## src/rtl/period_meter.sv

```systemverilog
// rtl/period_meter.sv - millisecond period measurement of an asynchronous pulse input
module period_meter #(
  parameter int TICKS_PER_MS = 100_000
) (
  input  logic        clk,
  input  logic        rst,
  input  logic        enable,
  input  logic        pulse_in,
  output logic [15:0] period,
  output logic        period_valid,
  output logic        overflow,
  output logic        busy
);

  localparam logic [1:0]  ST_IDLE    = 2'd0;
  localparam logic [1:0]  ST_ARMED   = 2'd1;
  localparam logic [1:0]  ST_MEASURE = 2'd2;
  localparam logic [16:0] SUB_LAST   = 17'(TICKS_PER_MS - 1);
  localparam logic [15:0] MS_MAX     = 16'hFFFF;

  logic        r_s1;
  logic        r_s2;
  logic        r_s3;
  logic [1:0]  r_state;
  logic [16:0] r_sub;
  logic [15:0] r_ms;
  logic [15:0] r_period;
  logic        r_valid;
  logic        r_overflow;
  logic        r_busy;

  logic        w_rise;
  logic        w_sub_wrap;
  logic        w_sat;

  // s2 is the synchronized level, s3 its previous value; a 0->1 step is one edge
  assign w_rise     = r_s2 & ~r_s3;
  assign w_sub_wrap = (r_sub == SUB_LAST);
  // Last tick of the 0xFFFF-th millisecond: no room left to count further
  assign w_sat      = w_sub_wrap && (r_ms == MS_MAX);

  assign period       = r_period;
  assign period_valid = r_valid;
  assign overflow     = r_overflow;
  assign busy         = r_busy;

  // Two-flop synchronizer plus history flop for rising-edge detection
  always_ff @(posedge clk) begin
    if (rst) begin
      r_s1 <= 1'b0;
      r_s2 <= 1'b0;
      r_s3 <= 1'b0;
    end else begin
      r_s1 <= pulse_in;
      r_s2 <= r_s1;
      r_s3 <= r_s2;
    end
  end

  // Control FSM, millisecond counters and result registers
  always_ff @(posedge clk) begin
    if (rst) begin
      r_state    <= ST_IDLE;
      r_sub      <= '0;
      r_ms       <= '0;
      r_period   <= '0;
      r_valid    <= 1'b0;
      r_overflow <= 1'b0;
      r_busy     <= 1'b0;
    end else begin
      r_valid <= 1'b0;
      if (!enable) begin
        // Disable wins over any edge; results are kept for the consumer
        r_state <= ST_IDLE;
        r_sub   <= '0;
        r_ms    <= '0;
        r_busy  <= 1'b0;
      end else begin
        case (r_state)
          ST_IDLE: begin
            r_state <= ST_ARMED;
            r_sub   <= '0;
            r_ms    <= '0;
            r_busy  <= 1'b0;
          end
          ST_ARMED: begin
            r_sub <= '0;
            r_ms  <= '0;
            if (w_rise) begin
              r_state <= ST_MEASURE;
              r_busy  <= 1'b1;
            end
          end
          ST_MEASURE: begin
            if (w_rise) begin
              // An edge on the saturation tick still reports a normal result
              r_period   <= r_ms;
              r_overflow <= 1'b0;
              r_valid    <= 1'b1;
              r_sub      <= '0;
              r_ms       <= '0;
            end else if (w_sat) begin
              // Give up on this interval; the next edge starts a fresh one
              r_period   <= MS_MAX;
              r_overflow <= 1'b1;
              r_valid    <= 1'b1;
              r_sub      <= '0;
              r_ms       <= '0;
              r_state    <= ST_ARMED;
              r_busy     <= 1'b0;
            end else if (w_sub_wrap) begin
              r_sub <= '0;
              r_ms  <= r_ms + 16'd1;
            end else begin
              r_sub <= r_sub + 17'd1;
            end
          end
          default: begin
            r_state <= ST_IDLE;
            r_sub   <= '0;
            r_ms    <= '0;
            r_busy  <= 1'b0;
          end
        endcase
      end
    end
  end

endmodule

```

## config.mk

```make
export PLATFORM = sky130hd
export DESIGN_NAME = period_meter
export DESIGN_NICKNAME = d
export VERILOG_FILES = /design/src/rtl/period_meter.sv
export SDC_FILE = /design/constraint.sdc
export NUM_CORES = 1
export LEC_CHECK = 0
export BUFFER_PORTS_ARGS = -buffer_cell sky130_fd_sc_hd__buf_2
export CAP_MARGIN = 25
export CORE_MARGIN = 2
export CORE_UTILIZATION = 53
export DETAILED_ROUTE_END_ITERATION = 7
export GPL_TIMING_DRIVEN = 0
export HOLD_SLACK_MARGIN = 0.08
export PLACE_DENSITY = 0.78
export SLEW_MARGIN = 20
export SYNTH_ARGS = -nofsm -noshare
export SYNTH_HDL_FRONTEND = slang
export SYNTH_SLANG_ARGS = --single-unit
```

## constraint.sdc

```tcl
create_clock -name clk -period 2.1 [get_ports clk]
set_clock_uncertainty 0.2 [all_clocks]
set_input_delay 0.21 -clock clk [delete_from_list [all_inputs] [get_ports clk]]
set_output_delay 0.21 -clock clk [all_outputs]
set_load 0.02 [all_outputs]
```

### Yosys cells after proc, flatten, opt, wreduce, memory -nomap -nowiden

Index checks and enable logic that the tools add are counted.

* output and inout port bits: 19
* flip-flop bits (word level): 57
* input bits: 4
* logic and storage cells: 46

* add/sub/neg operators: 2
* eq/ne operators: 7
* multiplexer cells: 14
* bitwise logic cells: 4
* reduce and logical (&&, ||, !) cells: 9

Operators by type and width (number)
* 16-bit 2-to-1 mux: 2
* 17-bit by 1-bit adder with 17-bit output (second input constant): 1
* 17-bit equality test (second input constant): 1
* 16-bit by 1-bit adder with 16-bit output (second input constant): 1
* 16-bit equality test (second input constant): 1
* 1-bit 2-to-1 mux: 7
* 2-bit 2-to-1 mux: 3
* 2-bit inequality test (second input constant): 3
* 2-bit case mux with 3 select lines: 1
* 3-bit AND reduction: 2
* 6-bit OR reduction: 1
* 5-bit OR reduction: 1
* 1-bit NOT: 3
* 3-bit OR reduction: 1
* 2-bit by 1-bit equality test with 1-bit output (second input constant): 1
* 2-bit equality test (second input constant): 1
* 2-bit zero test: 1
* 1-bit case mux with 2 select lines: 1
* 2-bit nonzero test: 1
* 2-bit OR reduction: 1
* 1-bit AND: 1
* 1-bit logical AND: 1

### Longest topological paths before layout

* word-level depth: 5
* gate-level depth with buffers: 7
* mapped depth without buffers: 5

### Worst setup path after synthesis

Ideal clock, no wire load.

* path type: reg2reg
* from: reg r_sub[0]
* to: reg r_period[0] (netlist: period[0])
* stages on the path, launching flop included: 8
* data arrival time: 1.812 ns
* path buffers: 2
* data required time: 1.800 ns
* path slack: -0.012 ns
* path through: dfxtp_1 > ha_1 > and4_1 > and4_1 > buf_4 > a41oi_4 > buf_6 > a2111oi_4

* cells in the longest elaborated chain, start to end: 4

Ends and longest elaborated chain
* start: declaration: line 25 `logic [16:0] r_sub;`
* start signal: assignment: line 115 `r_sub <= r_sub + 17'd1;`
* 17-bit equality test: line 38 `assign w_sub_wrap = (r_sub == SUB_LAST);`
* 1-bit logical AND: line 40 `assign w_sat = w_sub_wrap && (r_ms == MS_MAX);`
* 2-bit nonzero test (no source line)
* 3-bit AND reduction (no source line)
* end signal: assignment: line 97 `r_period <= r_ms;`
* end: declaration: line 27 `logic [15:0] r_period;`

Every way passes these cells.
A chain may end at the register's enable or synchronous reset.

### Worst setup path after layout

* from: reg r_sub[1]
* to: reg r_period[2] (netlist: period[2])

The elaborated chain is that of the path after synthesis.

==> run metrics <==
status=complete, but fails checks; violated checks=negative setup slack; Placeable Area=between 5000 and 6000 um2; syn_nets=304; area of the multi-input gates=1550 um2; gr usage total=between 20% and 30%; pwr dens=528 nW/um2; Static Leak=about 1.0 nW; Worst Hold Path Cells=4; share of the synthesized area in the top cell type=around 40%; worst slack at placement=-0.275 ns; Syn. warnings=0; Primary FF master, synth=dfxtp_1; router iterations before antenna repair=4; Remaining DRCs=0; via count=around 2,300; worst-case clock buffer depth=2; slew at the pin closest to its max-slew limit=0.600 ns; Hold Vio Cnt, Final=0; syn avg cell area=9.20 um2; Via density=5.70; GRT overflow=0; WP data arrival=between 2 and 2.5 ns; die height=about 76 um; RSZ-0062 raised after global routing=yes; CTS tree=done; Row Count=26; post-synthesis sequential area ratio=about two fifths; filler cell count=~390; Reg clk slew, reported paths=about 0.10 ns; fin crit share=101%; nature of the critical path endpoint=flip-flop; area leader, netlist=dfxtp_1; worst vdd ir=about 0.30 mV; layout cells sized above 1=between 20% and 30%; cells after synthesis=~300; Final min period=about 2.1 ns; Final setup viols=1; die width=between 70 and 80 um; number of storage elements in the synthesis netlist=56; dpl hpwl=a little over 4000 um; Final Wtd Congestion=0.842; drt wl/cell=between 10 and 15 um; initial antenna violation count=0; ANT nets after route=0; number of global-route vias before repair=2,168; antenna fix cells=0; I/O Pins=23; worst-path fanout max=7; # port buffers=22; worst-skew pair later-pin latency=between 0.3 and 0.4 ns; Synth async-reset ratio=0%; DIE AREA=5760 um2; DRT iter0 DRCs=125; Fmax achieved=between 400 and 500 MHz; htree depth=2; hold crit path type=input port to flip-flop; Synth area leaders=dfxtp_1 (41%), a2111oi_4 (7.0%), nor2_1 (6.2%); final core occ=between 60% and 70%; top post-synthesis cells by count=dfxtp_1 (56), nor2_1 (45), inv_1 (20); Max-Cap Viols=0; Reg area=1130 um2; R2R cell count=8; first-pass GRT wire length=9930 um; Max Slew Vio Count=0; largest net degree at the start of global routing=17; Num CTS Buffers=5; WS Path Type=flip-flop to flip-flop; fin worst setup slack=-0.0224 ns; CP required=2.11 ns; crit start category=flip-flop; final wirelength=6030 um; count leader, synth=dfxtp_1; Slew Limit Headroom=60.0%; CTS root buf=clkbuf_8; synth-to-layout area growth=20.1%; distinct cell type count after synthesis=48; CTS sink count=56; number of flops mapped to enable cells by yosys=0; Net count, final=between 300 and 400; Initial Util=around 54%; Post-Syn Area=2740 um2
power by group:
group / switching [mW] / internal (mW) / total [mW]
Sequential: 0.00230 / 1.06 / 1.07
Combinational: 0.0278 / 0.0221 / 0.0499
Clock: 0.352 / 0.269 / 0.621
Total: 0.382 / 1.35 / 1.74
final cells by class:
type,count,share of cell area (%)
multi-input combinational,205,47.0
sequential,56,34.4
timing repair buffer,35,7.30
buffer,17,3.54
tap,70,2.66
clock buffer,7,2.62
inverter,20,2.28
clock inverter,1,0.228
worst max-delay path, stage by stage, from the launching register on:
cell       delay (ns)
dfxtp_2          0.36
ha_4             0.14
and4_4           0.25
and4_1           0.19
buf_6            0.11
a41oi_4          0.13
buf_12           0.18
buf_12           0.14
a2111oi_4        0.31
final timing paths:
kind	slack, ns	endpoint	from
setup / recovery	-0.02	period[2]	r_sub[1]
setup reg to reg	-0.02	period[2]	r_sub[1]
hold reg to reg	0.25	r_s2	r_s1
hold / removal	0.10	period_valid	enable
registers in the layout, indices dropped and copies added (netlist names):
| name | cells |
|---|---|
| r_sub | 17 |
| period | 16 |
| r_ms | 16 |
| r_state | 2 |
| overflow | 1 |
| period_valid | 1 |
| r_s1 | 1 |
| r_s2 | 1 |
| r_s3 | 1 |
cells by family (layout without fill, tap and decap cells):
group           after synthesis  in the layout  share of synthesized area (%)
compound gates               58             58                           20.8
flops                        56             56                           40.9
simple gates                129            129                           26.4
buf+inv                      37             80                           5.80
fa+ha+maj                     2              2                          0.913
xor+xnor                     15             15                           4.79
mux                           1              1                          0.365
routing by layer:
metal / share of wire [%] / global-route usage (%) / vias up
met3: 3.3 / 2.50 / 15
met1: 45 / 25.7 / 1106
met2: 49 / 36.1 / 53
met4: 2.6 / 8.36 / 0
li1: - / - / 1168
met5: 0 / 0 / -
through the flow:
| stage | total power [mW] | cell area (um2) | std cells | setup TNS, ns | hold slack [ns] |
|---|---|---|---|---|---|
| 6_report | 1.74 | 3290 | 411 | -0.0224 | 0.103 |
| 3_5_place_dp | 1.13 | 2940 | 390 | -5.92 | 0.229 |
| 4_1_cts | 1.74 | 3190 | 407 | -0.00858 | 0.107 |
| 2_1_floorplan | 1.12 | 2750 | 298 | 0 | 0.138 |
| 5_1_grt | 1.79 | 3290 | 411 | -0.660 | 0.158 |
| 3_3_place_gp | 1.13 | 2940 | 390 | -4.22 | 0.219 |
repair_timing:
item,in CTS,in global routing
hold buffers,2,0
pin swaps,9,8
hold endpoints to repair,3,0
setup endpoints to repair,42,33
gates cloned,1,1
resized for setup,12,33
setup buffers,6,3
placed cells by master, fill, tap and decap left out, types with 5 or more instances in the layout:
cell type / netlist / routed
o21ai_0: 9 / 9
nor3_1: 6 / 6
nand3_1: 8 / 8
nor2b_1: 7 / 7
xnor2_1: 11 / 11
o31ai_1: 6 / 6
inv_1: 20 / 20
nor2_1: 45 / 45
a2111oi_4: 7 / 7
a21oi_1: 10 / 9
nor4_1: 5 / 5
dfxtp_1: 56 / 49
buf_4: 1 / 9
nand2_1: 12 / 11
clkbuf_8: 0 / 6
or4_1: 6 / 5
dfxtp_2: 0 / 6
buf_2: 7 / 29
nand4_1: 13 / 13
(Power assumes the default switching activity.)
